`src/rtl/avalon_icache_pkg.sv`:
```
// rtl/avalon_icache_pkg.sv - shared types and default geometry for the instruction cache
package avalon_icache_pkg;

  // Default geometry; the cache module re-derives its widths from its own parameters.
  localparam int DEF_LINES          = 16;
  localparam int DEF_WORDS_PER_LINE = 4;
  localparam int OFFSET_W           = $clog2(DEF_WORDS_PER_LINE);
  localparam int INDEX_W            = $clog2(DEF_LINES);
  localparam int TAG_W              = 32 - INDEX_W - OFFSET_W - 2;

  // Two-state controller: serving hits, or burst-filling one line.
  typedef logic [0:0] icache_state_t;
  localparam icache_state_t IDLE = 1'b0;
  localparam icache_state_t FILL = 1'b1;

  // Byte address as seen by the cache for the default geometry.
  typedef struct packed {
    logic [TAG_W-1:0]    tag;
    logic [INDEX_W-1:0]  index;
    logic [OFFSET_W-1:0] offset;
    logic [1:0]          byte_sel;
  } icache_addr_t;

endpackage

```
`src/rtl/icache_data_store.sv`:
```
// rtl/icache_data_store.sv - line data RAM with one write port and a registered read port
module icache_data_store #(
  parameter int DEPTH = 64,
  parameter int AW    = 6
) (
  input  logic          clk,
  input  logic          we_i,
  input  logic [AW-1:0] waddr_i,
  input  logic [31:0]   wdata_i,
  input  logic [AW-1:0] raddr_i,
  output logic [31:0]   rdata_o
);

  logic [31:0] mem_q [DEPTH];
  logic [31:0] rdata_q;

  // Fill writes and hit reads; the registered read gives the one-cycle hit latency.
  always_ff @(posedge clk) begin
    if (we_i) begin
      mem_q[waddr_i] <= wdata_i;
    end
    rdata_q <= mem_q[raddr_i];
  end

  assign rdata_o = rdata_q;

endmodule

```
`src/rtl/avalon_icache.sv`:
```
// rtl/avalon_icache.sv - direct-mapped read-only instruction cache with Avalon-MM agent and host sides
module avalon_icache
  import avalon_icache_pkg::*;
#(
  parameter int LINES          = DEF_LINES,
  parameter int WORDS_PER_LINE = DEF_WORDS_PER_LINE
) (
  input  logic        clk,
  input  logic        rst,
  input  logic        flush,
  input  logic [31:0] cpu_address,
  input  logic [3:0]  cpu_byteenable,
  input  logic        cpu_read,
  output logic        cpu_waitrequest,
  output logic [31:0] cpu_readdata,
  output logic        cpu_readdatavalid,
  output logic [31:0] mem_address,
  output logic [3:0]  mem_byteenable,
  output logic        mem_read,
  input  logic        mem_waitrequest,
  input  logic [31:0] mem_readdata,
  input  logic        mem_readdatavalid
);

  localparam int OW = $clog2(WORDS_PER_LINE);
  localparam int IW = $clog2(LINES);
  localparam int TW = 32 - IW - OW - 2;
  localparam int LW = TW + IW;
  localparam int CW = OW + 1;

  logic [IW-1:0]  cpu_idx;
  logic [OW-1:0]  cpu_off;
  logic [TW-1:0]  cpu_tag;
  logic [LINES-1:0] valid_q;
  logic [TW-1:0]  tag_q [LINES];
  icache_state_t  state_q;
  logic [LW-1:0]  line_q;
  logic [CW-1:0]  issue_q;
  logic [CW-1:0]  ret_q;
  logic           poison_q;
  logic           rvalid_q;
  logic           in_idle;
  logic           hit;
  logic           accept_hit;
  logic           miss;
  logic           beat;
  logic           last_beat;
  logic [IW-1:0]  fill_idx;
  logic [TW-1:0]  fill_tag;
  logic [31:0]    ram_rdata;
  logic           unused_ok;

  assign cpu_idx  = cpu_address[OW+2 +: IW];
  assign cpu_off  = cpu_address[2 +: OW];
  assign cpu_tag  = cpu_address[31 -: TW];
  assign fill_idx = line_q[IW-1:0];
  assign fill_tag = line_q[LW-1:IW];

  // Byte lanes and the low address bits never affect a whole-word fetch.
  assign unused_ok = ^{cpu_byteenable, cpu_address[1:0]};

  assign in_idle    = (state_q == IDLE);
  assign hit        = valid_q[cpu_idx] && (tag_q[cpu_idx] == cpu_tag);
  assign accept_hit = in_idle && cpu_read && hit;
  assign miss       = in_idle && cpu_read && !hit;

  // The CPU is held off during reset, during any fill, and on an IDLE miss.
  assign cpu_waitrequest   = rst || !in_idle || (cpu_read && !hit);
  assign cpu_readdatavalid = rvalid_q;
  assign cpu_readdata      = rvalid_q ? ram_rdata : 32'h0;

  assign mem_byteenable = 4'hF;
  assign mem_read       = !in_idle && (issue_q < CW'(WORDS_PER_LINE));
  assign mem_address    = mem_read ? {line_q, issue_q[OW-1:0], 2'b00} : 32'h0;

  // Returns arrive in request order, so the return count is the word slot.
  assign beat      = !in_idle && mem_readdatavalid;
  assign last_beat = beat && (ret_q == CW'(WORDS_PER_LINE - 1));

  icache_data_store #(
    .DEPTH(LINES * WORDS_PER_LINE),
    .AW   (IW + OW)
  ) u_data (
    .clk    (clk),
    .we_i   (beat),
    .waddr_i({fill_idx, ret_q[OW-1:0]}),
    .wdata_i(mem_readdata),
    .raddr_i({cpu_idx, cpu_off}),
    .rdata_o(ram_rdata)
  );

  // Controller: hit acknowledge, miss launch, issue/return counting and line validation.
  always_ff @(posedge clk) begin
    if (rst) begin
      state_q  <= IDLE;
      valid_q  <= '0;
      line_q   <= '0;
      issue_q  <= '0;
      ret_q    <= '0;
      poison_q <= 1'b0;
      rvalid_q <= 1'b0;
    end else begin
      rvalid_q <= accept_hit;
      if (in_idle) begin
        if (flush) begin
          valid_q <= '0;
        end
        if (miss) begin
          line_q           <= cpu_address[31:OW+2];
          valid_q[cpu_idx] <= 1'b0;
          issue_q          <= '0;
          ret_q            <= '0;
          poison_q         <= 1'b0;
          state_q          <= FILL;
        end
      end else begin
        // A flush during a fill cannot cancel reads already in flight; it only
        // stops the line from being marked valid when the fill lands.
        if (flush) begin
          poison_q <= 1'b1;
        end
        if (mem_read && !mem_waitrequest) begin
          issue_q <= issue_q + CW'(1);
        end
        if (beat) begin
          ret_q <= ret_q + CW'(1);
        end
        if (last_beat) begin
          valid_q[fill_idx] <= !(poison_q || flush);
          issue_q           <= '0;
          ret_q             <= '0;
          state_q           <= IDLE;
        end
      end
    end
  end

  // Tag update on fill completion; tags are meaningless until valid is set.
  always_ff @(posedge clk) begin
    if (last_beat) begin
      tag_q[fill_idx] <= fill_tag;
    end
  end

endmodule

```
`config.mk`:
```
export PLATFORM = sky130hd
export DESIGN_NAME = avalon_icache
export DESIGN_NICKNAME = d
export VERILOG_FILES = /design/src/rtl/avalon_icache_pkg.sv /design/src/rtl/icache_data_store.sv /design/src/rtl/avalon_icache.sv
export SDC_FILE = /design/constraint.sdc
export NUM_CORES = 2
export LEC_CHECK = 0
export CORE_ASPECT_RATIO = 0.7
export CORE_MARGIN = 2
export CORE_UTILIZATION = 45
export CTS_CLUSTER_SIZE = 16
export DETAILED_ROUTE_END_ITERATION = 8
export HOLD_SLACK_MARGIN = 0.02
export MAX_ROUTING_LAYER = met4
export PLACE_DENSITY = 0.65
export RECOVER_POWER = 25
export SYNTH_ARGS = -nofsm -noshare
export SYNTH_HDL_FRONTEND = slang
export SYNTH_HIERARCHICAL = 1
export SYNTH_SLANG_ARGS = --single-unit
```
`constraint.sdc`:
```
create_clock -name clk -period 6.4 [get_ports clk]
set_input_delay 1.6 -clock clk [delete_from_list [all_inputs] [get_ports clk]]
set_output_delay 1.6 -clock clk [all_outputs]
set_load 0.05 [all_outputs]
```
==> flow_metrics.env <==
export IMPL_fin_skew_ns=0.0669
export IMPL_ys_async_sr_fraction=0
export IMPL_slowest_delay_ns=0.44
export IMPL_ctsHoldBuffers=0
export IMPL_core_area_sq_um=214000
export IMPL_ys_ff_latch=2517
export IMPL_worst_slew_pin_slew_ns=3.61
export IMPL_ant_nets=0
export IMPL_post_route_min_period_ns=6.25
export IMPL_grt_pass1_wl_um=354000
export IMPL_finalHoldViolCount=0
export IMPL_syn2layout_area_growth_pct=13.9
export IMPL_multi_input_area_sq_um=21600
export IMPL_layout_nets=4922
export IMPL_portBuffers=132
export IMPL_drc_errors=0
export IMPL_grt_pass1_vias=46851
export IMPL_yosysSeqAreaShare=0.769
export IMPL_gr_usage_all_layers=0.233
export IMPL_place_gp_congestion=0.847
export IMPL_cpMostUsedCell="buf_4"
export IMPL_violations="capacitance limit, slew limit"
export IMPL_grt_ovfl_total=0
export IMPL_hp_start="valid_q[3]"
export IMPL_synth_ff_type="edfxtp_1"
export IMPL_fill_cells=16661
export IMPL_drtIter0Drc=7308
export IMPL_via_count=48695
export IMPL_crit_path_start="cpu_address[7]"
export IMPL_pre_cts_ws_ns=0.153
export IMPL_worst_slack_ns=0.154
export IMPL_max_vdd_ir_drop_mv=0.269
export IMPL_endpoint_kind="primary output"
export IMPL_power_density_nw_per_um2=306
export IMPL_avgRoutedWirePerCell_um=31.6
export IMPL_antenna_found_initial=13
export IMPL_cts_path_max_buffers=4
export IMPL_placementRows=142
export IMPL_cts_sinks=2517
export IMPL_fin_util=0.516
export IMPL_ys_types=66
export IMPL_fin_crit_sh=0.976
export IMPL_fp_dieH_um=393
export IMPL_slowest_stage="buf_4"
export IMPL_hold_path_class="flip-flop to flip-flop"
export IMPL_rr_startpoint="tag_q[12][18]"
export IMPL_seq_area_sq_um=74700
export IMPL_synth_edf_count=2432
export IMPL_worst_path_buf_inv=4
export IMPL_critical_path_class="input pin to primary output"
export IMPL_firstDrtPassIters=6
export IMPL_layout_commonest_cell="edfxtp_1"
export IMPL_yosys_area_top_type="edfxtp_1"
export IMPL_die_area_sq_um=220000
export IMPL_syn_avg_cell_area_sq_um=21.6
export IMPL_drv_slew=1495
export IMPL_start_util=0.453
export IMPL_cp_max_fo=26
export IMPL_cts_root_buf="clkbuf_16"
export IMPL_path_cells="buf_4 > buf_4 > mux4_2 > o221ai_1 > o32ai_1 > a2111oi_0 > buf_4 > nand4b_1 > o21ai_1 > nand2_1 > buf_4"
export IMPL_grt_max_degree=67
export IMPL_crit_path_start_kind="input pin"
export IMPL_htreeDepth=4
export IMPL_clk_latency_ns=0.89
export IMPL_relSlewSlack=-1.40
export IMPL_synth_area_sq_um=97100
export IMPL_whs_ns=0.532
export IMPL_critPathTopFamily="buffers and inverters"
export IMPL_arrival_ns=4.65
export IMPL_ys_warnings_count=6
export IMPL_p_leak_nw=34.6
export IMPL_hpwl_um=143000
export IMPL_setup_tns_ns=0
export IMPL_synth_top_area_share=0.752
export IMPL_die_width_um=559
export IMPL_viasPerCell=6.15
export IMPL_rsz0062_at_grt="false"
export IMPL_pin_count=145
export IMPL_status="finished, violations left"
export IMPL_cts_buffers_inserted=234
export IMPL_synth_area_leaders="edfxtp_1 (75%), mux4_2 (15%), dfxtp_1 (1.8%)"
export IMPL_cap_violations=23
export IMPL_synth_cells=4504
export IMPL_clkTransAtPathRegs_ns=0.06
export IMPL_drive_gt1_frac=0.258
export IMPL_finalPower_w=0.0339
export IMPL_drt_total_wl_um=250000
export IMPL_timing_fmax_mhz=160
export IMPL_worstPathRequired_ns=4.80
export IMPL_final_cell_mix="edfxtp_1 (2432), mux4_2 (634), clkbuf_16 (236)"
export IMPL_finalSetupViolCount=0
export IMPL_cts_tree="done"
per-layer routing:
| metal | up-vias | global-route usage | wire length [um] |
|---|---|---|---|
| li1 | 19586 | - | - |
| met1 | 26111 | 0.351 | 107000 |
| met2 | 2624 | 0.327 | 110000 |
| met3 | 374 | 0.0470 | 27300 |
| met4 | 0 | 0.0531 | 5590 |
| met5 | - | - | 0 |
Yosys cell counts (18+ instances only):
cell	count
a31oi_1	19
mux4_2	634
nand3_1	18
a21oi_1	122
and3_1	24
buf_4	38
buf_1	21
o221ai_1	28
nor3_1	32
o22ai_1	91
xnor2_1	18
a22oi_1	20
buf_2	75
clkbuf_1	116
o311ai_0	20
and2_1	66
nor2b_1	24
edfxtp_1	2432
dfxtp_1	85
nand2_1	95
nor2_1	207
mux2i_1	142
state kept, by name, summed over array words and instances, names as in the netlist:
name and cells:
poison_q 1, issue_q 3, u_data/mem_q 2048, tag_q 384
cpu_readdatavalid 1, state_q 1, u_data/rdata_o 32, valid_q 16
line_q 28, ret_q 3
power breakdown:
part,internal (W),switching (W),total [W]
clock,0.00774,0.00602,0.0138
combinational,0.000645,0.00116,0.00180
sequential,0.0182,0.000118,0.0183
total,0.0266,0.00730,0.0339
repair_timing:
item                                    CTS  global route
gates resized for setup                   0             1
endpoints found under the setup margin    0             1
setup buffers                             0             0
stage by stage:
step / cells / area (sq um)
final: 7922 / 111000
after global routing: 7921 / 111000
after CTS: 7919 / 111000
after detailed placement: 7490 / 103000
after global placement: 7490 / 103000
after floorplan: 4508 / 97100
final cells by class:
type / instances / area share
timing repair buffer: 365 / 0.0287
sequential: 2517 / 0.675
tap: 2880 / 0.0326
inverter: 14 / 0.000475
clock buffer: 304 / 0.0567
antenna: 3 / 0.0000678
clock inverter: 125 / 0.0108
multi-input combinational: 1714 / 0.195
kinds of logic (layout without fill, tap and decap cells):
group           Yosys count  in the layout  share of synthesized area
compound gates          372            372                     0.0253
xor+xnor                 34             34                    0.00307
fa+ha+maj                 2              2                   0.000258
buf+inv                 277            808                     0.0141
flops                  2517           2517                      0.769
mux                     781            781                      0.162
other cells               2              9                  0.0000773
simple gates            519            519                     0.0255
worst paths after layout:
check	cells past startpoint	slack (ns)	endpoint
worst max-delay path	11	0.15	cpu_waitrequest
worst min-delay path	2	0.53	valid_q[3]
worst max register to register	10	2.58	poison_q
worst min register to register	2	0.53	valid_q[3]
worst register-to-register path, stage by stage (launching register included):
cell and delay, ns:
edfxtp_1 0.39, mux4_2 0.48, mux2i_1 0.17, mux2i_1 0.15, xor2_1 0.18, a2111oi_0 0.49
buf_4 0.20, nand4b_1 0.26, buf_4 0.45, or2_1 0.66, a211oi_1 0.32
(Power assumes the default switching activity.)
